<file path="src/rtl/noise_burst_ctrl.sv">
// noise_burst_ctrl: adds generator noise to a bounded burst of symbols.
// Define NOISE_BURST_SAT_EN for a saturating sum; otherwise the sum wraps.
module noise_burst_ctrl #(
  parameter int DATA_W = 8,
  parameter int CNT_W = 16,
  parameter int WARMUP_MAX = 64
) (
  input  logic                     clk,
  input  logic                     rst,
  input  logic                     start,
  input  logic                     abort,
  input  logic [CNT_W-1:0]         burst_len,
  output logic                     noise_en,
  input  logic signed [DATA_W-1:0] noise_in,
  input  logic                     noise_in_valid,
  input  logic signed [DATA_W-1:0] sym_in,
  input  logic                     sym_in_valid,
  output logic                     sym_in_ready,
  output logic signed [DATA_W-1:0] sym_out,
  output logic                     sym_out_valid,
  input  logic                     sym_out_ready,
  output logic                     busy,
  output logic                     done,
  output logic                     timeout_err,
  output logic [CNT_W-1:0]         sample_count
);
  localparam int WW = $clog2(WARMUP_MAX + 1);
  typedef enum logic [2:0] {IDLE, WARMUP, RUN, DRAIN, DONE} state_t;
  state_t state, next;
  logic [CNT_W-1:0] len;
  logic [WW-1:0] wcnt;
  logic xfer, wto, last;
  logic signed [DATA_W-1:0] res;
`ifdef NOISE_BURST_SAT_EN
  logic [DATA_W:0] sum;
  assign sum = {sym_in[DATA_W-1], sym_in} + {noise_in[DATA_W-1], noise_in};
  assign res = sum[DATA_W] == sum[DATA_W-1] ? sum[DATA_W-1:0] : {sum[DATA_W], {(DATA_W-1){~sum[DATA_W]}}};
`else
  assign res = sym_in + noise_in;
`endif
  // abort wins over a same-cycle symbol so no new sample enters after it
  assign sym_in_ready = state == RUN && noise_in_valid && !abort && (!sym_out_valid || sym_out_ready);
  assign xfer = sym_in_valid && sym_in_ready;
  assign last = sample_count + CNT_W'(1) == len;
  assign wto = wcnt == WW'(WARMUP_MAX - 1);
  assign busy = state != IDLE;
  assign done = state == DONE;
  always_comb begin
    next = state;
    case (state)
      IDLE:    if (start) next = burst_len == '0 ? DONE : WARMUP;
      WARMUP:  if (abort || (!noise_in_valid && wto)) next = DRAIN;
               else if (noise_in_valid) next = RUN;
      RUN:     if (abort || (xfer && last)) next = DRAIN;
      DRAIN:   if (!sym_out_valid || sym_out_ready) next = DONE;
      DONE:    next = IDLE;
      default: next = IDLE;
    endcase
  end
  always_ff @(posedge clk or posedge rst)
    if (rst) begin
      state <= IDLE;
      noise_en <= 1'b0;
      len <= '0;
      wcnt <= '0;
      sym_out <= '0;
      sym_out_valid <= 1'b0;
      timeout_err <= 1'b0;
      sample_count <= '0;
    end else begin
      state <= next;
      noise_en <= next == WARMUP || next == RUN;
      wcnt <= state == WARMUP ? wcnt + 1'b1 : '0;
      if (state == IDLE && start) begin
        len <= burst_len;
        sample_count <= '0;
        timeout_err <= 1'b0;
      end
      if (state == WARMUP && !abort && !noise_in_valid && wto) timeout_err <= 1'b1;
      if (xfer) begin
        sym_out <= res;
        sym_out_valid <= 1'b1;
        sample_count <= sample_count + 1'b1;
      end else if (sym_out_ready) sym_out_valid <= 1'b0;
    end
endmodule

</file>
<file path="config.mk">
export PLATFORM = sky130hd
export DESIGN_NAME = noise_burst_ctrl
export DESIGN_NICKNAME = d
export VERILOG_FILES = /design/src/rtl/noise_burst_ctrl.sv
export SDC_FILE = /design/constraint.sdc
export NUM_CORES = 1
export LEC_CHECK = 0
export BUFFER_PORTS_ARGS = -buffer_cell sky130_fd_sc_hd__clkbuf_2
export CAP_MARGIN = 20
export CORE_MARGIN = 1
export CORE_UTILIZATION = 54
export DETAILED_ROUTE_END_ITERATION = 10
export PLACE_DENSITY_LB_ADDON = 0.2
export SLEW_MARGIN = 20
export SYNTH_ARGS = -nofsm -noshare
export SYNTH_HDL_FRONTEND = slang
export SYNTH_SLANG_ARGS = --single-unit
</file>
<file path="constraint.sdc">
create_clock -name clk -period 2.7 [get_ports clk]
set_input_delay 0.675 -clock clk [delete_from_list [all_inputs] [get_ports clk]]
set_output_delay 0.675 -clock clk [all_outputs]
set_load 0.02 [all_outputs]
</file>
Word-level counts from Yosys, hierarchy flattened
Index checks and enable logic that the tools add are counted.
{"block": "word_totals", "elab_cells": 56, "out_inout_bits": 30, "ff_bits": 53}
{"block": "op_classes", "n_reduce_logical": 23, "n_addsub": 3, "muxes": 14, "eq_ne": 8}
{"op": "$mux 16", "count": 2}
{"op": "$mux 3", "count": 6}
{"op": "$add 16x1->16 const B", "count": 1}
{"op": "$eq 16x16->1", "count": 1}
{"op": "$logic_not 16->1", "count": 1}
{"op": "$pmux 3 s4", "count": 1}
{"op": "$logic_and 1x1->1", "count": 10}
{"op": "$eq 3x2->1 const B", "count": 3}
{"op": "$add 8x8->8", "count": 1}
{"op": "$add 7x1->7 const B", "count": 1}
{"op": "$eq 7x6->1 const B", "count": 1}
{"op": "$mux 7", "count": 1}
{"op": "$eq 3x1->1 const B", "count": 2}
{"op": "$reduce_bool 2->1", "count": 3}
{"op": "$logic_or 1x1->1", "count": 4}
{"op": "$mux 1", "count": 4}
{"op": "$eq 3x3->1 const B", "count": 1}
{"op": "$logic_not 1->1", "count": 3}
{"op": "$logic_not 3->1", "count": 1}
{"op": "$reduce_bool 3->1", "count": 1}

Longest topological paths before layout
{"block": "depth", "depth_word": 11, "ltp_mapped": 10}

Worst setup path before layout
OpenSTA, ideal clock, no wires.
{"block": "synth_timing", "kind": "register -> register", "from": "register sample_count[1]", "to": "register noise_en", "path_stages_with_launch": 9, "required_time_ns": 2.573, "slack_ns": 0.434, "arrival_ns": 2.138, "period_less_slack_ns": 2.266, "setup_ns": 0.127, "path_cell_list": "dfrtp_1 ha_1 nand3_2 nor4_2 xnor2_1 nand2_1 nor4_1 and4_1 nor4_2"}
{"block": "synth_between", "elab_chain_cells": 8}
{"item": "start, declared", "line_no": "25", "text": "output logic [CNT_W-1:0] sample_count"}
{"item": "start signal, assigned", "line_no": "83", "text": "sample_count <= sample_count + 1'b1;"}
{"item": "$add 16x1->16 *", "line_no": "44", "text": "assign last = sample_count + CNT_W'(1) == len;"}
{"item": "$eq 16x16->1 *", "line_no": "44"}
{"item": "$logic_and 1x1->1 *", "line_no": "54", "text": "RUN: if (abort || (xfer && last)) next = DRAIN;"}
{"item": "$logic_or 1x1->1 *", "line_no": "54"}
{"item": "$mux 3 *", "line_no": "54"}
{"item": "$pmux 3 s4 *", "line_no": "50", "text": "case (state)"}
{"item": "$eq 3x1->1 / $eq 3x2->1 (equally long branches)", "line_no": "72", "text": "noise_en <= next == WARMUP || next == RUN;"}
{"item": "$logic_or 1x1->1 *", "line_no": "72"}
{"item": "end signal, assigned", "line_no": "63", "text": "noise_en <= 1'b0;"}
{"item": "end signal, assigned", "line_no": "72"}
{"item": "end, declared", "line_no": "13", "text": "output logic noise_en,"}
Mark *: on every way between the ends. The rest lies on a longest branch, timed or not.
A chain may end at the register's enable or synchronous reset.

Worst setup path after layout
{"block": "layout_timing", "from": "register sample_count[0]", "to": "register noise_en"}
The elaborated chain is that of the path after synthesis.

==> flow_summary.yaml <==
synthesis:
  yosysUniqueCellTypes: 55
  ys_warn_count: 0
  synth_area_leader_cell: "dfrtp_1"
  synth_flop_cell: "dfrtp_1"
  yosys-top-cells-count: "dfrtp_1 (53), nand2_1 (32), o21ai_0 (30), nor2_1 (19), xor2_1 (18)"
  synth_most_common_cell: "dfrtp_1"
  synth_top_area_share_pct: 42.5
  ys_seq_area_share_pct: 42.5
  syn_area_per_cell_um2: 9.68
  synth.area.top_cells: "dfrtp_1 (43%), mux2_2 (5.8%), xor2_1 (5.1%), o21ai_0 (4.8%), xnor2_1 (4.5%)"
  synth_top_family_by_area: "simple AND/OR/NAND/NOR gates"
  synth_xor_area_share_pct: 10.3
  synth-edff-count: 0
  syn-instance-count: 322
  syn-num-nets: 371
  netlist_area_um2: 3120
  synth_fa_ha_area_share_pct: 4.25
  synthMuxAreaShare_pct: 5.78
  async_flop_share_pct: 100
  ys_ff_latch: 53
  synth_compound_area_share_pct: 13.3
  yosys.area_share.simple_pct: 19.9
cts:
  cts.clk_slew.worst_paths_ns: 0.10
  cts-buffers-inserted: 5
  htreeDepth: 2
  root_buffer: "clkbuf_8"
  clock_latency_ns: 0.31
  clk_path_buf_depth: 2
  cts_tree: "yes"
  clock_sinks: 53
detailed_routing:
  viasPerCell: 5.71
  drtPass1Iterations: 4
  ant_nets: 0
  dr_total_vias: 2642
  wire_per_inst_um: 15.7
  drc: 0
  drt-total-wl_um: 7280
  first_iter_violations: 175
placement:
  dpl-instance-area_um2: 3540
  globalplace.congestion: 0.845
  placement.io_buffers: 68
  place_inst: 455
  dp_hpwl_um: 5480
final_layout:
  drive_gt1_share_pct: 29.4
  fin_area_um2: 3680
  final_net_count: 439
  final_cell_count_no_fill: 463
  areaGrowthSynthToFinish_pct: 17.9
  nFillCells: 475
  diodes: 0
  fin_util_pct: 66.4
critical_path:
  arrival_ns: 2.63
  crit_path_end_kind: "flip-flop"
  critical_path_buf_inv_count: 0
  crit_required_ns: 2.91
  critical_path_class: "reg2reg"
  start_kind: "flip-flop"
  crit_chain: "ha_1, nand3_2, nor4_4, xnor2_1, nand2_1, nor4_1, and4_1, nor4_2"
  crit_family: "simple AND/OR/NAND/NOR gates"
  critical_path.slowest_cell: "dfrtp_1"
  cp_max_fo: 10
  r2r_setup_slack_ns: 0.28
  cpPeakStageDelay_ns: 0.52
sta:
  worst_slew_pin_slew_ns: 0.827
  tns_ns: 0
  skew_ns: 0.00601
  period_minus_slack_ns: 2.42
  slew_viol_final: 0
  fmax_mhz: 412
  finalCritPeriodShare_pct: 89.8
  slew_headroom_pct: 44.9
  setup_viol: 0
  rsz0062_at_grt: "false"
  hold_viol_final: 0
global_route:
  grt_pass1_vias: 2547
  grt_pass1_wl_um: 12300
  grt_max_degree: 24
  antenna_found_initial: 0
  overflow: 0
  grt_usage_pct: 26.5
floorplanning:
  die_x_um: 78.0
  fp-row-count: 27
  start_util_pct: 56.3
  die_y_um: 78.0
  core-area_um2: 5540
  die_area_um2: 6080
  ios: 69
power:
  max-vdd-ir-drop_mv: 0.390
  power_uw: 2930
  power.density_nw_per_um2: 798
  power.leakage_uw: 0.00179
flow_run:
  cap_violations: 0
worst_hold_path:
  hp-class: "in2async"
run_status:
  outcome: "finished clean"
-- power by group --
group          total (µW)  switching, µW  internal [µW]  leakage (µW)
Clock                 575            273            302     0.0000574
Combinational        1100            581            518       0.00104
Sequential           1260            234           1030      0.000687
Total                2930           1090           1850       0.00179
-- registers in the layout, summed over array words and instances (netlist names) --
| signal | flops |
|---|---|
| len | 16 |
| sample_count | 16 |
| sym_out | 8 |
| wcnt | 7 |
| state | 3 |
| noise_en | 1 |
| sym_out_valid | 1 |
| timeout_err | 1 |
-- cell usage in the layout (no fill, tap or decap), types with 2 or more instances in the layout --
cell,instances
a21o_1,3
a21oi_1,14
a31oi_1,2
and2_1,2
and3_1,7
buf_4,11
clkbuf_2,68
clkbuf_8,6
dfrtp_1,53
ha_1,9
inv_1,8
mux2_2,16
nand2_1,32
nand3_1,15
nand3_2,2
nand4_1,8
nor2_1,19
nor3_1,5
nor3b_1,2
nor4_1,5
nor4_4,2
o21ai_0,30
o21bai_1,2
o31ai_1,5
xnor2_1,16
xor2_1,18
-- metal layers --
| layer | share of wire [%] | up-vias | GRT usage [%] |
|---|---|---|---|
| li1 | - | 1281 | - |
| met1 | 45 | 1251 | 34.8 |
| met2 | 47 | 93 | 42.6 |
| met3 | 4.9 | 17 | 4.59 |
| met4 | 3.5 | 0 | 12.6 |
| met5 | 0 | - | 0 |
-- metrics by stage --
stage,hold WS (ns),worst slack (ns)
final,0.346,0.276
after global routing,0.366,0.0243
after CTS,0.354,0.206
after detailed placement,0.471,0.223
after global placement,0.461,0.249
after floorplan,0.448,0.434
-- logic make-up (layout without fill, tap and decap cells) --
logic type,after synthesis,count (layout)
AND/OR/NAND/NOR,113,113
AO/OA/AOI/OAI,68,68
flip-flops,53,53
XOR/XNOR,35,35
buffers and inverters,27,96
multiplexers,16,16
adder cells (fa/ha/maj),10,10
-- layout make-up --
cell class	count	area [µm²]	share of cell area, %
tap	72	90.1	2.45
clock buffer	6	82.6	2.25
sequential	53	1330	36.1
inverter	9	33.8	0.919
clock inverter	2	37.5	1.02
timing repair buffer	79	423	11.5
multi-input combinational	242	1680	45.8
-- timing repair --
action,4_1_cts,5_1_grt
hold buffers,0,0
setup endpoints to repair,0,1
gates resized for setup,0,2
setup buffers,0,0
-- path summary, 6_finish.rpt --
check,start,end,cells past startpoint
worst min register to register,wcnt[0],wcnt[0],1
worst max register to register,sample_count[0],noise_en,8
max in group asynchronous,rst,sample_count[9],3
worst min-delay path,rst,sym_out[7],2
worst max-delay path,sample_count[0],noise_en,8
min in group clk,wcnt[0],wcnt[0],1
Note: power is estimated with default switching activity, not from simulation.
